===== src/rtl/fir_pkg.sv =====
// Shared definitions for the FIR filter and its coefficient loader.
// Holds the coefficient memory geometry, the loader frame sync byte and
// the loader state encoding.
package fir_pkg;

  localparam int unsigned COEFF_ADDR_WIDTH = 9;
  localparam int unsigned COEFF_DATA_WIDTH = 16;
  localparam logic [7:0]  COEFF_SYNC_BYTE  = 8'hA5;

  typedef enum logic [1:0] {
    StIdle,
    StLo,
    StHi,
    StCsum
  } loader_state_e;

endpackage


===== src/rtl/coeff_gap_timer.sv =====
// Inter-byte gap timer for the coefficient loader.
// Ports:
//   clk, nreset : clock, asynchronous active-low reset
//   clear       : a byte was accepted this cycle; restart the gap count
//   run         : a frame is in progress; count idle cycles
//   expired     : single-cycle terminal-count pulse (combinational)
module coeff_gap_timer #(
  parameter int unsigned TIMEOUT = 50000
) (
  input  logic clk,
  input  logic nreset,
  input  logic clear,
  input  logic run,
  output logic expired
);

  localparam int unsigned CW = $clog2(TIMEOUT + 1);

  logic [CW-1:0] cnt_q, cnt_d;

  // An accepted byte in the terminal-count cycle wins over the timeout.
  assign expired = run && !clear && (cnt_q == CW'(TIMEOUT - 1));

  always_comb begin
    cnt_d = cnt_q;
    if (clear || !run || expired) begin
      cnt_d = '0;
    end else begin
      cnt_d = cnt_q + CW'(1);
    end
  end

  always_ff @(posedge clk or negedge nreset) begin
    if (!nreset) begin
      cnt_q <= '0;
    end else begin
      cnt_q <= cnt_d;
    end
  end

endmodule


===== src/rtl/fir_coeff_loader.sv =====
// Loads the FIR coefficient table from a framed byte stream:
// sync byte, 2 bytes per word (low first) for every table entry, checksum.
// Ports:
//   clk, nreset          : clock, asynchronous active-low reset
//   rx_valid/rx_data     : incoming byte stream
//   rx_ready             : loader accepts bytes (high whenever out of reset)
//   coeff_we/addr/data   : registered write port to the coefficient memory
//   busy                 : a frame is in progress
//   coeff_valid          : table holds a complete, verified set
//   load_ok / load_err   : one-cycle result pulses
module fir_coeff_loader
  import fir_pkg::*;
#(
  parameter int unsigned ADDR_WIDTH = COEFF_ADDR_WIDTH,
  parameter int unsigned DATA_WIDTH = COEFF_DATA_WIDTH,
  parameter logic [7:0]  SYNC_BYTE  = COEFF_SYNC_BYTE,
  parameter int unsigned TIMEOUT    = 50000
) (
  input  logic                  clk,
  input  logic                  nreset,
  input  logic                  rx_valid,
  input  logic [7:0]            rx_data,
  output logic                  rx_ready,
  output logic                  coeff_we,
  output logic [ADDR_WIDTH-1:0] coeff_addr,
  output logic [DATA_WIDTH-1:0] coeff_data,
  output logic                  busy,
  output logic                  coeff_valid,
  output logic                  load_ok,
  output logic                  load_err
);

  loader_state_e         state_q, state_d;
  logic [7:0]            lo_q, lo_d;
  logic [7:0]            csum_q, csum_d;
  logic [ADDR_WIDTH-1:0] idx_q, idx_d;
  logic [ADDR_WIDTH-1:0] addr_q, addr_d;
  logic [DATA_WIDTH-1:0] data_q, data_d;
  logic                  we_q, we_d;
  logic                  valid_q, valid_d;
  logic                  ok_q, ok_d;
  logic                  err_q, err_d;
  logic                  rdy_q;
  logic                  accept;
  logic                  expired;
  logic [7:0]            csum_next;

  assign accept    = rx_valid && rdy_q;
  assign csum_next = csum_q + rx_data;

  coeff_gap_timer #(
    .TIMEOUT (TIMEOUT)
  ) u_gap_timer (
    .clk     (clk),
    .nreset  (nreset),
    .clear   (accept),
    .run     (busy),
    .expired (expired)
  );

  always_comb begin
    state_d = state_q;
    lo_d    = lo_q;
    csum_d  = csum_q;
    idx_d   = idx_q;
    addr_d  = addr_q;
    data_d  = data_q;
    valid_d = valid_q;
    we_d    = 1'b0;
    ok_d    = 1'b0;
    err_d   = 1'b0;
    unique case (state_q)
      StIdle: begin
        if (accept && rx_data == SYNC_BYTE) begin
          state_d = StLo;
          idx_d   = '0;
          csum_d  = '0;
          valid_d = 1'b0;
        end
      end
      StLo: begin
        if (accept) begin
          lo_d    = rx_data;
          csum_d  = csum_next;
          state_d = StHi;
        end else if (expired) begin
          err_d   = 1'b1;
          state_d = StIdle;
        end
      end
      StHi: begin
        if (accept) begin
          we_d    = 1'b1;
          addr_d  = idx_q;
          data_d  = DATA_WIDTH'({rx_data, lo_q});
          csum_d  = csum_next;
          // Index wraps to 0 after the last entry.
          idx_d   = idx_q + ADDR_WIDTH'(1);
          state_d = (&idx_q) ? StCsum : StLo;
        end else if (expired) begin
          err_d   = 1'b1;
          state_d = StIdle;
        end
      end
      StCsum: begin
        if (accept) begin
          csum_d  = csum_next;
          ok_d    = (csum_next == 8'h00);
          err_d   = (csum_next != 8'h00);
          valid_d = (csum_next == 8'h00);
          state_d = StIdle;
        end else if (expired) begin
          err_d   = 1'b1;
          state_d = StIdle;
        end
      end
      default: state_d = StIdle;
    endcase
  end

  always_ff @(posedge clk or negedge nreset) begin
    if (!nreset) begin
      state_q <= StIdle;
      lo_q    <= '0;
      csum_q  <= '0;
      idx_q   <= '0;
      addr_q  <= '0;
      data_q  <= '0;
      we_q    <= 1'b0;
      valid_q <= 1'b0;
      ok_q    <= 1'b0;
      err_q   <= 1'b0;
      rdy_q   <= 1'b0;
    end else begin
      state_q <= state_d;
      lo_q    <= lo_d;
      csum_q  <= csum_d;
      idx_q   <= idx_d;
      addr_q  <= addr_d;
      data_q  <= data_d;
      we_q    <= we_d;
      valid_q <= valid_d;
      ok_q    <= ok_d;
      err_q   <= err_d;
      rdy_q   <= 1'b1;
    end
  end

  assign rx_ready    = rdy_q;
  assign coeff_we    = we_q;
  assign coeff_addr  = addr_q;
  assign coeff_data  = data_q;
  assign busy        = (state_q != StIdle);
  assign coeff_valid = valid_q;
  assign load_ok     = ok_q;
  assign load_err    = err_q;

endmodule

===== config.mk =====
export PLATFORM = sky130hd
export DESIGN_NAME = fir_coeff_loader
export DESIGN_NICKNAME = d
export VERILOG_FILES = /design/src/rtl/fir_pkg.sv /design/src/rtl/coeff_gap_timer.sv /design/src/rtl/fir_coeff_loader.sv
export SDC_FILE = /design/constraint.sdc
export NUM_CORES = 1
export LEC_CHECK = 0
export CAP_MARGIN = 10
export CORE_MARGIN = 3
export CORE_UTILIZATION = 40
export DETAILED_ROUTE_END_ITERATION = 8
export GPL_TIMING_DRIVEN = 1
export SLEW_MARGIN = 15
export SYNTH_ARGS = -nofsm -noshare
export SYNTH_HDL_FRONTEND = slang
export SYNTH_SLANG_ARGS = --single-unit

===== constraint.sdc =====
create_clock -name clk -period 2.5 [get_ports clk]
set_input_delay 0.75 -clock clk [delete_from_list [all_inputs] [get_ports clk]]
set_output_delay 0.75 -clock clk [all_outputs]
set_load 0.02 [all_outputs]

# [Word level (Yosys, flattened, before mapping)]
# Cells that the tools add are included.
[classes] add_sub_neg=3 n_eq_ne=9 reduce_logical=22 muxes=25
[ops] cell="$mux W9" count=2
[ops] cell="$pmux W9 S2" count=1
[ops] cell="$add A16 B1 Y16 const B" count=1
[ops] cell="$eq A16 B16 Y1 const B" count=1
[ops] cell="$mux W16" count=1
[ops] cell="$mux W8" count=2
[ops] cell="$pmux W8 S2" count=1
[ops] cell="$mux W2" count=6
[ops] cell="$add A9 B1 Y9 const B" count=1
[ops] cell="$mux W1" count=9
[ops] cell="$reduce_and A9 Y1" count=1
[ops] cell="$add A8 B8 Y8" count=1
[ops] cell="$eq A8 B8 Y1 const B" count=1
[ops] cell="$logic_not A8 Y1" count=1
[ops] cell="$pmux W2 S4" count=1
[ops] cell="$reduce_bool A8 Y1" count=1
[ops] cell="$ne A2 B2 Y1 const B" count=3
[ops] cell="$reduce_and A2 Y1" count=3
[ops] cell="$reduce_and A3 Y1" count=2
[ops] cell="$reduce_bool A2 Y1" count=3
[ops] cell="$eq A2 B2 Y1 const B" count=2
[ops] cell="$logic_and A1 B1 Y1" count=4
[ops] cell="$pmux W1 S2" count=2
[ops] cell="$reduce_or A3 Y1" count=1
[ops] cell="6 further kinds" count=8
[totals] input_bits=11 reg_bits=73

# [Logic depth before layout (Yosys ltp)]
[depth] depth_word=7 mapped_depth=8 mapped_depth_nobuf=8

# [Hierarchy]
# From an unflattened synthesis, not the netlist that was laid out.
[unflattened] hier_cells=327 hier_area_um2=3828.7
[modules_own_cells] module="fir_coeff_loader" n_inst=1 cells_per_inst=245 area_each_um2=2900.3 seq_area_each_um2=1426.4
[modules_own_cells] module="coeff_gap_timer" n_inst=1 cells_per_inst=82 area_each_um2=928.4 seq_area_each_um2=400.4

# [Worst setup path before layout]
# No wires, ideal clock.
[synth_timing] path_kind="input to register" from="in rx_data[0]" to="reg valid_q (netlist: coeff_valid)" path_stages=8 n_path_buf=0 setup_ns=0.071 setup_slack_ns=-0.100 required_time_ns=2.429 arrival_time_ns=2.529 path_cell_list="ha_1 fa_1 a211oi_2 o21bai_1 a2111oi_2 nand4_1 a211o_1 nand4_1"
[synth_between] elab_chain_len=4 elab_cells_between_ends=8 cone_classes="1 x add/sub; 2 x eq/ne; 2 x mux; 3 x reduce/logical"
[synth_lines] element="start, declared" line_no="fir_coeff_loader.sv:22" rtl="input logic [7:0] rx_data,"
[synth_lines] element="$add A8 B8 Y8 or $eq A8 B8 Y1 (tied branches)" line_no="fir_coeff_loader.sv:49, fir_coeff_loader.sv:74"
[synth_lines] element="$logic_not A8 Y1 or $logic_and A1 B1 Y1 (tied branches)" line_no="fir_coeff_loader.sv:110, fir_coeff_loader.sv:74"
[synth_lines] element="$mux W1 or $ne A2 B2 Y1 (tied branches)"
[synth_lines] element="$pmux W1 S2 or $reduce_and A3 Y1 (tied branches)"
[synth_lines] element="end signal, assigned" line_no="fir_coeff_loader.sv:142" rtl="valid_q <= valid_d;"
[synth_lines] element="end, declared" line_no="fir_coeff_loader.sv:40" rtl="logic valid_q, valid_d;"
# Several ways; a longest one is shown, not always the timed one. The select of a mux whose other input is x is not followed.
# A chain may end at the register's enable or synchronous reset.

# [Worst setup path after layout]
[layout_timing] from="in rx_data[1]" to="reg ok_q (netlist: load_ok)"
[layout_between] elab_chain_len=4
[layout_lines] element="$add A8 B8 Y8" line_no="fir_coeff_loader.sv:49" rtl="assign csum_next = csum_q + rx_data;"
[layout_lines] element="$logic_not A8 Y1" line_no="fir_coeff_loader.sv:108" rtl="ok_d = (csum_next == 8'h00);"
[layout_lines] element="$mux W1" line_no="fir_coeff_loader.sv:106" rtl="if (accept) begin"
[layout_lines] element="$mux W1" line_no="fir_coeff_loader.sv:72" rtl="unique case (state_q)"
[layout_lines] element="net ok_d" line_no="fir_coeff_loader.sv:41" rtl="logic ok_q, ok_d;"
[layout_lines] element="end signal, assigned" line_no="fir_coeff_loader.sv:143" rtl="ok_q <= ok_d;"
[layout_lines] element="end, declared" line_no="fir_coeff_loader.sv:41"
# The timed path passes the listed nets, and every way through them passes these cells.

==> reports/summary.md <==
The run finished with clean final reports. The number of antenna violations at the first check in global routing is 0, and the maximum number of pins on one net before global-route repair is 74. The slowest library cell on the worst path is fa_2. Overall power consumption after layout is estimated at 4.38 mW. The tool flagged a number of max-cap violations equal to 0.

Setup slack after layout: 30.4 ps. The run gives -789 ps as the post-placement worst setup slack. Synthesis produced a netlist whose cell count is 315. In this design, the stage delay of the slowest critical-path cell is 410 ps.

The most critical setup path has its startpoint at rx_data[1]. Yosys mapped the design onto 42 distinct sky130hd cell types. The first global-routing pass estimated 12300 µm of wire. The number of warning messages in the yosys log is 0. The count of nets left with antenna violations once routing finished came out at 0.

The cell depth of the worst flop-to-flop path was 8; the I/O pin total was 42. For this run, the leading register cell type out of synthesis is dfrtp_1. The count of fill cells added during filler insertion was 724; the die extent in y was 99.2 µm. The slew at the pin closest to its max-slew limit was 534 ps. Clock tree synthesis selected as its root buffer the cell clkbuf_8.

The kind of cell adding the most delay to the critical path was compound AO/OA/AOI/OAI gates. The endpoint identified for the worst register-to-register timing path is load_ok. The clock skew is 9.99 ps, and the count of endpoints failing setup in the final report is 0. The worst max-slew margin expressed relative to the limit is 0.639. The signal on the critical path passes through dlygate4sd2_1 > fa_2 > a211oi_4 > o21bai_2 > a2111oi_4 > nand4_1 > buf_4 > nor3_1. The run gives 0.155 as the overall track demand over capacity in global routing. Summing every instance area after synthesis gives 0.00347 mm². The total of hold buffers inserted after clock tree synthesis was 0; the summed area of non-filler cells in the final layout was 0.00454 mm². Die area: 0.00983 mm².

At the end of routability-driven placement, the weighted congestion stood at 0.796. The critical path ends at load_ok. The clock-pin slew of the registers on the worst-case setup and hold paths is 80 ps, and the largest voltage drop on the vdd net is 0.454 mV. Each instance of the synthesized netlist takes up on average 11.0 µm². The routed design has 7070 µm of wire.

The run gives 0.00834 mm² as the core region area. The type of the worst setup path is in2reg. For this block, the initial DRC count from the detailed router was 61. Clock period minus worst slack: 2470 ps.

For the number of cell rows, the log shows 33. In this run the critical register-to-register path is launched from csum_q[0]. Setup repair after global routing left no endpoint under its margin. The tools report the share of synthesized area occupied by flip-flops and latches as 0.526.

From synthesis to final layout, the design area changed by 30.7%. Final hold analysis gives a worst-case slack of 406 ps. The kind of path behind the tightest hold check was in2async. The tools report the number of global-route vias before repair as 2640. The part of the cycle the worst path needs came out at 0.988. STA puts the critical path data arrival time at 2740 ps. The fraction of layout cells with a size suffix above 1 is 0.157.

Endpoint type of the worst setup path: a register. The longest clock path from root to sink contains 2 buffers. Summing all placed instances gives a cell area of 0.00421 mm². For the number of clock sinks, the log shows 73.

STA classifies the critical path startpoint as an input port. The hold violation total from the final report came out at 0. Power density of the placed cells: 966 mW/mm².

The net count of the mapped netlist was 341. Yosys mapped a number of flops with a built-in enable equal to 0. 0 antenna diodes ended up in the layout.

In the routed design, unresolved DRC markers number 0. The pre-antenna-repair detailed-routing pass consisted of 4 iterations. The horizontal die dimension was 99.2 µm; the count of buffers from port buffering was 41.

The number of buffers inserted during clock tree synthesis was 9; the overall overflow remaining after global route was 0. The post-detailed-placement half-perimeter wirelength is 4790 µm. At the worst endpoint, the required time is 2770 ps.

The via count of the routed design came out at 2506. The total number of cells along the worst setup path is 8, and the number of buffers and inverters on the critical path is 2. The post-synthesis sequential element count was 73; the number of pins with negative max-slew slack in the final report was 0. Post-synthesis async set-or-reset flop share: 1.00. TritonCTS built the clock tree. The cell leakage power is 2.06 nW. Dividing the detail-routed via count by the number of cells gives 5.01.

The per-cell routed wire length was 14.1 µm; the source-to-sink clock delay at the later pin of the worst-skew pair was 350 ps. Based on the critical path, the design can be clocked at up to 0.405 GHz. The tools report the worst-case register-to-register setup slack as 150 ps.

The starting density of the core was 0.416; the highest net fanout along the worst path was 3. H-tree depth reported by CTS: 3. In the final design database the tool counted 416 nets.
## routing by layer
metal,track usage,part of all wire,wire (µm),vias up
li1,-,-,-,1238
met1,0.208,0.49,3440,1217
met2,0.248,0.47,3320,46
met3,0.0393,0.037,260,5
met4,0.0483,0.0071,50,0
met5,0,0,0,-
## logic make-up (layout without fill, tap and decap cells)
kind of cell | after synthesis | count (layout) | share of synthesized area
fa+ha+maj | 15 | 15 | 0.0562
simple gates | 120 | 120 | 0.165
buf+inv | 17 | 97 | 0.0202
flops | 73 | 73 | 0.526
compound gates | 32 | 32 | 0.0649
mux | 32 | 32 | 0.103
xor+xnor | 25 | 25 | 0.0631
other cells | 1 | 1 | 0.00108
## flip-flops by register name, indices dropped and copies added (netlist names)
register,flops
u_gap_timer.cnt_q,16
rx_ready,1
coeff_valid,1
load_err,1
coeff_we,1
load_ok,1
coeff_addr,9
idx_q,9
lo_q,8
coeff_data,16
state_q,2
csum_q,8
## repair_timing
item	4_1_cts	5_1_grt
resized for setup	15	3
buffers inserted	4	1
cloned	0	0
pin swaps	8	7
endpoints found under the setup margin	4	3
## power by group
group | switching [mW] | internal [mW]
Combinational | 0.815 | 0.854
Sequential | 0.206 | 1.48
Clock | 0.459 | 0.566
## placed cells by master, fill, tap and decap left out, drive strengths merged, types with 10 or more instances in the layout
cell	n
nand2	32
o21ai	13
nand4	12
mux2	31
clkbuf	10
inv	10
buf	33
nand3	17
ha	14
xor2	16
dfrtp	73
clkdlybuf4s50	34
nor2	37
## Yosys cell counts (all sizes together), types with 2 or more instances
| library cell | count | area share |
|---|---|---|
| a21oi | 6 | 0.0097 |
| mux2 | 31 | 0.10 |
| xor2 | 16 | 0.040 |
| and4bb | 2 | 0.0072 |
| dfrtp | 73 | 0.53 |
| buf | 6 | 0.0083 |
| nor2 | 37 | 0.040 |
| o31ai | 2 | 0.0058 |
| nand3 | 17 | 0.025 |
| nand2 | 32 | 0.035 |
| o21bai | 2 | 0.0043 |
| and3 | 7 | 0.013 |
| nor3 | 4 | 0.0058 |
| o21ai | 13 | 0.019 |
| inv | 9 | 0.0097 |
| clkbuf | 2 | 0.0022 |
| a211oi | 3 | 0.011 |
| ha | 14 | 0.050 |
| xnor2 | 9 | 0.023 |
| nand2b | 2 | 0.0036 |
| nand4 | 12 | 0.022 |
## how the worst min path moves through the flow
| stage | endpoint | cells past startpoint |
|---|---|---|
| global route | coeff_data[4] | 2 |
| global placement | u_gap_timer.cnt_q[0] | 1 |
| CTS | coeff_data[10] | 2 |
| finish | u_gap_timer.cnt_q[14] | 2 |
| detailed placement | coeff_data[1] | 1 |
| floorplan | u_gap_timer.cnt_q[0] | 1 |
## through the flow
| stage | setup TNS, ps | util | instances |
|---|---|---|---|
| after floorplan | -21.7 | - | 315 |
| after global placement | -2830 | 0.505 | 479 |
| after detailed placement | -3290 | 0.505 | 479 |
| after CTS | -3.90 | 0.540 | 499 |
| after global routing | 0 | 0.544 | 500 |
| final | 0 | 0.544 | 500 |
## layout make-up
cell class                 instances  area [µm²]  share of cell area
tap                              105         131              0.0290
inverter                           9        33.8             0.00745
multi-input combinational        225        1660               0.365
clock inverter                     6        91.3              0.0201
sequential                        73        1830               0.403
timing repair buffer              72         668               0.147
clock buffer                      10         128              0.0281
(Power assumes the default switching activity.)
